[src/rtl/mux_scan_pkg.sv]
// mux_scan_pkg
// Shared definitions for the scanning sensor-input multiplexer:
//   - state_e   : controller states (IDLE / MANUAL / SCAN)
//   - sel_width : width of a channel index for a given channel count (at least 1 bit)
package mux_scan_pkg;

    typedef enum logic [1:0] {
        IDLE   = 2'd0,
        MANUAL = 2'd1,
        SCAN   = 2'd2
    } state_e;

    // A channel index needs at least one bit, even for a degenerate count.
    function automatic int sel_width(input int channels);
        int w;
        w = $clog2(channels);
        if (w < 1) begin
            w = 1;
        end else begin
            w = w;
        end
        return w;
    endfunction

endpackage

[src/rtl/dwell_counter.sv]
// dwell_counter
// Counts the cycles spent on one scan channel and reports when the dwell
// period is complete.
//   clk   : rising-edge clock
//   reset : asynchronous, active-high reset (count -> 0)
//   clear : synchronous clear, takes priority over run
//   run   : advance the count this cycle
//   tick  : high when the count is DWELL-1 and run is high; the count wraps to 0
module dwell_counter #(
    parameter int DWELL = 4
) (
    input  logic clk,
    input  logic reset,
    input  logic clear,
    input  logic run,
    output logic tick
);

    localparam int                 CNT_W    = $clog2(DWELL + 1);
    localparam logic [CNT_W-1:0]   LAST_CNT = CNT_W'(DWELL - 1);

    logic [CNT_W-1:0] cnt_r;

    // Dwell period completes on the last count of an active cycle.
    always_comb begin
        tick = run && (cnt_r == LAST_CNT);
    end

    // Dwell count register: clear, advance, or wrap on tick.
    always_ff @(posedge clk or posedge reset) begin
        if (reset) begin
            cnt_r <= {CNT_W{1'b0}};
        end else if (clear) begin
            cnt_r <= {CNT_W{1'b0}};
        end else if (run) begin
            if (tick) begin
                cnt_r <= {CNT_W{1'b0}};
            end else begin
                cnt_r <= cnt_r + CNT_W'(1);
            end
        end else begin
            cnt_r <= cnt_r;
        end
    end

endmodule

[src/rtl/mux_scan_nx1.sv]
// mux_scan_nx1
// N-channel, W-bit registered multiplexer with an automatic scan mode.
// Manual mode forwards the channel addressed by sel; scan mode steps through
// every channel, holding each for DWELL cycles, and flags the settled sample.
//   clk       : rising-edge clock
//   reset     : asynchronous, active-high reset
//   in_bus    : CHANNELS*WIDTH input bank, channel k at [k*WIDTH +: WIDTH]
//   sel       : manual channel select
//   mode      : 0 = manual, 1 = scan
//   enable    : 0 = idle
//   out       : registered selected data
//   out_ch    : index of the channel currently in out
//   valid     : out holds a settled sample
//   scan_done : one-cycle pulse with the last channel's valid of a sweep
module mux_scan_nx1
    import mux_scan_pkg::*;
#(
    parameter  int WIDTH    = 1,
    parameter  int CHANNELS = 4,
    parameter  int DWELL    = 4,
    localparam int SEL_W    = sel_width(CHANNELS)
) (
    input  logic                      clk,
    input  logic                      reset,
    input  logic [CHANNELS*WIDTH-1:0] in_bus,
    input  logic [SEL_W-1:0]          sel,
    input  logic                      mode,
    input  logic                      enable,
    output logic [WIDTH-1:0]          out,
    output logic [SEL_W-1:0]          out_ch,
    output logic                      valid,
    output logic                      scan_done
);

    localparam logic [SEL_W-1:0] LAST_CH  = SEL_W'(CHANNELS - 1);
    localparam logic [SEL_W:0]   CH_COUNT = (SEL_W + 1)'(CHANNELS);

    state_e             state_r;
    state_e             next_state_s;
    logic [SEL_W-1:0]   cur_r;
    logic [SEL_W-1:0]   cur_d_s;
    logic [WIDTH-1:0]   out_d_s;
    logic [SEL_W-1:0]   out_ch_d_s;
    logic               valid_d_s;
    logic               scan_done_d_s;
    logic               scan_entry_s;
    logic               scan_run_s;
    logic               sel_ok_s;
    logic               tick_s;

    // Channel extraction; indices past the last channel yield zero (never used).
    function automatic logic [WIDTH-1:0] pick(input logic [CHANNELS*WIDTH-1:0] bus,
                                              input logic [SEL_W-1:0] idx);
        logic [WIDTH-1:0] r;
        r = {WIDTH{1'b0}};
        for (int k = 0; k < CHANNELS; k++) begin
            if (idx == SEL_W'(k)) begin
                r = bus[k*WIDTH +: WIDTH];
            end else begin
                r = r;
            end
        end
        return r;
    endfunction

    // State register.
    always_ff @(posedge clk or posedge reset) begin
        if (reset) begin
            state_r <= IDLE;
        end else begin
            state_r <= next_state_s;
        end
    end

    // Next state depends only on enable/mode, evaluated every edge.
    always_comb begin
        next_state_s = IDLE;
        if (!enable) begin
            next_state_s = IDLE;
        end else if (!mode) begin
            next_state_s = MANUAL;
        end else begin
            next_state_s = SCAN;
        end
    end

    // Scan qualifiers: the entry edge restarts the sweep, later edges advance it.
    always_comb begin
        scan_entry_s = (next_state_s == SCAN) && (state_r != SCAN);
        scan_run_s   = (next_state_s == SCAN) && (state_r == SCAN);
        sel_ok_s     = ({1'b0, sel} < CH_COUNT);
    end

    // The dwell count is held at zero outside an active sweep, so any
    // interruption discards a partial dwell.
    dwell_counter #(
        .DWELL (DWELL)
    ) u_dwell (
        .clk   (clk),
        .reset (reset),
        .clear (!scan_run_s),
        .run   (scan_run_s),
        .tick  (tick_s)
    );

    // Output/next-value logic, keyed on the state being entered at this edge
    // so that every input change is visible after exactly one edge.
    always_comb begin
        out_d_s       = out;
        out_ch_d_s    = out_ch;
        valid_d_s     = 1'b0;
        scan_done_d_s = 1'b0;
        cur_d_s       = {SEL_W{1'b0}};
        case (next_state_s)
            IDLE: begin
                out_d_s    = out;
                out_ch_d_s = out_ch;
            end
            MANUAL: begin
                if (sel_ok_s) begin
                    out_d_s    = pick(in_bus, sel);
                    out_ch_d_s = sel;
                    valid_d_s  = 1'b1;
                end else begin
                    out_d_s    = out;
                    out_ch_d_s = out_ch;
                    valid_d_s  = 1'b0;
                end
            end
            SCAN: begin
                if (scan_entry_s) begin
                    out_d_s    = pick(in_bus, {SEL_W{1'b0}});
                    out_ch_d_s = {SEL_W{1'b0}};
                    cur_d_s    = {SEL_W{1'b0}};
                end else begin
                    out_d_s    = pick(in_bus, cur_r);
                    out_ch_d_s = cur_r;
                    if (tick_s) begin
                        valid_d_s     = 1'b1;
                        scan_done_d_s = (cur_r == LAST_CH);
                        // Explicit wrap: CHANNELS need not be a power of two.
                        if (cur_r == LAST_CH) begin
                            cur_d_s = {SEL_W{1'b0}};
                        end else begin
                            cur_d_s = cur_r + SEL_W'(1);
                        end
                    end else begin
                        cur_d_s = cur_r;
                    end
                end
            end
            default: begin
                out_d_s    = out;
                out_ch_d_s = out_ch;
            end
        endcase
    end

    // Output and scan-position registers.
    always_ff @(posedge clk or posedge reset) begin
        if (reset) begin
            out       <= {WIDTH{1'b0}};
            out_ch    <= {SEL_W{1'b0}};
            valid     <= 1'b0;
            scan_done <= 1'b0;
            cur_r     <= {SEL_W{1'b0}};
        end else begin
            out       <= out_d_s;
            out_ch    <= out_ch_d_s;
            valid     <= valid_d_s;
            scan_done <= scan_done_d_s;
            cur_r     <= cur_d_s;
        end
    end

endmodule

[config.mk]
export PLATFORM = sky130hd
export DESIGN_NAME = mux_scan_nx1
export DESIGN_NICKNAME = d
export VERILOG_FILES = /design/src/rtl/mux_scan_pkg.sv /design/src/rtl/dwell_counter.sv /design/src/rtl/mux_scan_nx1.sv
export SDC_FILE = /design/constraint.sdc
export NUM_CORES = 1
export LEC_CHECK = 0
export CORE_MARGIN = 2
export CORE_UTILIZATION = 40
export DETAILED_ROUTE_END_ITERATION = 8
export GPL_TIMING_DRIVEN = 0
export PLACE_DENSITY = 0.64
export SYNTH_ARGS = -nofsm -noshare
export SYNTH_HDL_FRONTEND = slang
export SYNTH_SLANG_ARGS = --single-unit
[constraint.sdc]
create_clock -name clk -period 1.65 [get_ports clk]
set_clock_uncertainty 0.05 [all_clocks]
set_input_delay 0.495 -clock clk [delete_from_list [all_inputs] [get_ports clk]]
set_output_delay 0.495 -clock clk [all_outputs]
set_load 0.03 [all_outputs]
==> flow_summary.toml <==
[floorplan]
die_h_um = 43.4
core_mm2 = 0.00147
rows = 14
initial_utilization_pct = 42.2
die-area_mm2 = 0.00188
io_pins = 15
die_w_um = 43.4

[power_and_ir_drop]
power.density_mw_per_mm2 = 796
total_leakage_power_nw = 0.405
seq_power_share_pct = 48.1
pwr-share-clk_pct = 36.4
p_int_mw = 0.486
combPwrFrac_pct = 15.4
swShare_pct = 25.0
power.switching_mw = 0.162
ir_worst_vdd_v = 0.000330

[synthesis]
netlist_area_um2 = 621
yosys_warnings = 0
synth_seq_area_share_pct = 48.4
syn-mean-instance-area_um2 = 10.5
ys_types = 22
synthCells = 59
synth_seq_cells = 12
syn-num-nets = 74

[routing]
wl_met1_um = 574
route.detailed.drc = 0
routed_wl_um = 1210
top_layer_used = "met4"
wl_per_cell_um = 13.0
drt-pass1-iter-count = 4
viasPerCell = 5.11
dr_wl_met2_um = 559
vias = 475
drtIter0Drc = 5
ant_nets = 0
wl_met3_um = 58

[final_layout]
syn_to_final_growth_pct = 31.0
diodes = 0
nNetsFinal = 93
final_area_um2 = 813
layout-drive-gt1-share_pct = 15.6

[placed_design]
dp_hpwl_um = 915
placed_cell_area_um2 = 781
gp_congestion = 0.746
numPortBuffers = 14

[global_route]
grt_first_pass_wirelength_um = 2130
grtUsageTotal_pct = 15.4
gr-total-overflow = 0
antenna_found_initial = 0
grt_pass1_vias = 477
grt_max_degree = 13

[timing]
slew_violations = 0
fin_crit_ps = 1600
fmax_mhz = 625
tns_ps = 0
setup_viol = 0
hold_viol_final = 0
rsz0062_at_grt = "false"
slew_headroom_pct = 68.5
tightest_slew_ps = 471
fin_crit_sh_pct = 96.9

[critical_path]
slowest_stage = "dlygate4sd2_1"
worstSetupPathType = "reg -> out"
cpLargestDelayFamily = "buffers and inverters"
path_max_fanout = 2
startpoint_type = "register"
crit_required_ps = 1100
critPathBufInv = 1
end_kind = "output port"
crit_path_max_incr_delay_ps = 410
cp_cell_sequence = "dlygate4sd2_1"
critical_path_arrival_ps = 1050

[run]
maxCapViolations = 0

[clock_network]
clock_latency_ps = 270
root_buffer = "clkbuf_4"
postCtsHoldBufs = 0
cts_made_buffers = 3
cts_sinks = 12
path_clk_slew_ps = 80
htree_levels = 1
cts_tree = "done"
cts_setup_buffers = 0
clockBufferDepth = 2

[run_status]
outcome = "completed"

[hold_path]
min_path_type = "reg -> reg"
[per-stage QoR]
stage / hold slack, ps / power, mW / cells / util (%) / worst slack [ps]
floorplan: 310 / 0.372 / 59 / - / 311
global placement: 379 / 0.425 / 89 / 53.1 / -195
global route: 416 / 0.682 / 93 / 55.3 / 0.693
detailed placement: 387 / 0.425 / 89 / 53.1 / -228
CTS: 397 / 0.655 / 93 / 55.1 / 44.3
finish: 393 / 0.648 / 93 / 55.3 / 50.4
[cells in the mapped netlist]
library cell | count | area share, %
inv_2 | 1 | 0.60
nor2_1 | 4 | 2.4
nand2b_1 | 1 | 1.0
nand2_1 | 4 | 2.4
nand2_2 | 2 | 2.0
a32oi_2 | 1 | 2.6
dfrtp_1 | 12 | 48
ha_1 | 5 | 10
a31oi_1 | 3 | 3.0
mux4_2 | 1 | 3.6
nor2b_1 | 2 | 2.0
and2_4 | 1 | 1.4
inv_1 | 5 | 3.0
and3_1 | 2 | 2.0
o21ai_0 | 1 | 0.81
o211ai_2 | 1 | 2.0
nor3b_1 | 1 | 1.2
a21oi_1 | 6 | 4.8
nor3_1 | 2 | 1.6
and2b_1 | 2 | 2.4
o22ai_1 | 1 | 1.0
and2b_2 | 1 | 1.4
[worst paths after layout]
path	from	to	slack, ps	cells after the start
setup / recovery	out$_DFFE_PP0P_	out	50	1
hold / removal	u_dwell.cnt_r[0]$_DFF_PP0_	u_dwell.cnt_r[0]$_DFF_PP0_	390	1
setup reg to reg	cur_r[0]$_DFFE_PP0P_	out$_DFFE_PP0P_	170	6
hold reg to reg	u_dwell.cnt_r[0]$_DFF_PP0_	u_dwell.cnt_r[0]$_DFF_PP0_	390	1
max in group asynchronous	reset	out_ch[1]$_DFFE_PP0P_	750	2
min in group asynchronous	reset	valid$_DFF_PP0_	480	2
[logic make-up after synthesis]
logic type               count (synthesis)  share of synthesized area [%]
buffers and inverters                    6                           3.63
multiplexers                             1                           3.63
AND/OR/NAND/NOR                         22                           20.0
adder cells (fa/ha/maj)                  5                           10.1
flip-flops                              12                           48.4
AO/OA/AOI/OAI                           13                           14.3
[metal layers]
| metal | GRT usage [%] | up-vias |
|---|---|---|
| li1 | - | 242 |
| met3 | 4.58 | 2 |
| met4 | 7.27 | 0 |
| met2 | 23.6 | 11 |
| met5 | 0 | - |
| met1 | 20.1 | 220 |
[area by class of cell]
class / count / area, um2
fill: 138 / 658
sequential: 12 / 300
multi-input combinational: 41 / 298
timing repair buffer: 14 / 136
clock buffer: 4 / 36.3
inverter: 6 / 22.5
tap: 16 / 20.0
[timing repair]
action	in CTS	in global routing
cloned	0	0
resized for setup	5	1
setup endpoints to repair	5	1
[flip-flops by register name, indices dropped and copies added, names as in the netlist]
name           flops
out_ch             2
valid              1
scan_done          1
state_r            2
cur_r              2
u_dwell.cnt_r      3
out                1
[placed cells by master, fill, tap and decap left out, types with 2 or more instances in the layout]
cell and n:
dlygate4sd2_1 5, and2b_1 2, clkdlybuf4s50_1 8, nor3_1 2, a21oi_1 6, nor2_1 4, a31oi_1 3, ha_1 5
clkbuf_4 3, nand2_1 4, inv_1 5, dfrtp_1 12, and3_1 2, nor2b_1 2, nand2_2 2
[power by group through the flow]
| stage | Clock, mW | Sequential (mW) | Combinational (mW) |
|---|---|---|---|
| global route | 0.259 | 0.313 | 0.109 |
| global placement | 0 | 0.318 | 0.107 |
| detailed placement | 0 | 0.318 | 0.108 |
| finish | 0.236 | 0.312 | 0.100 |
| CTS | 0.242 | 0.312 | 0.101 |
| floorplan | 0 | 0.336 | 0.0363 |
Note: power is estimated with default switching activity, not from simulation.
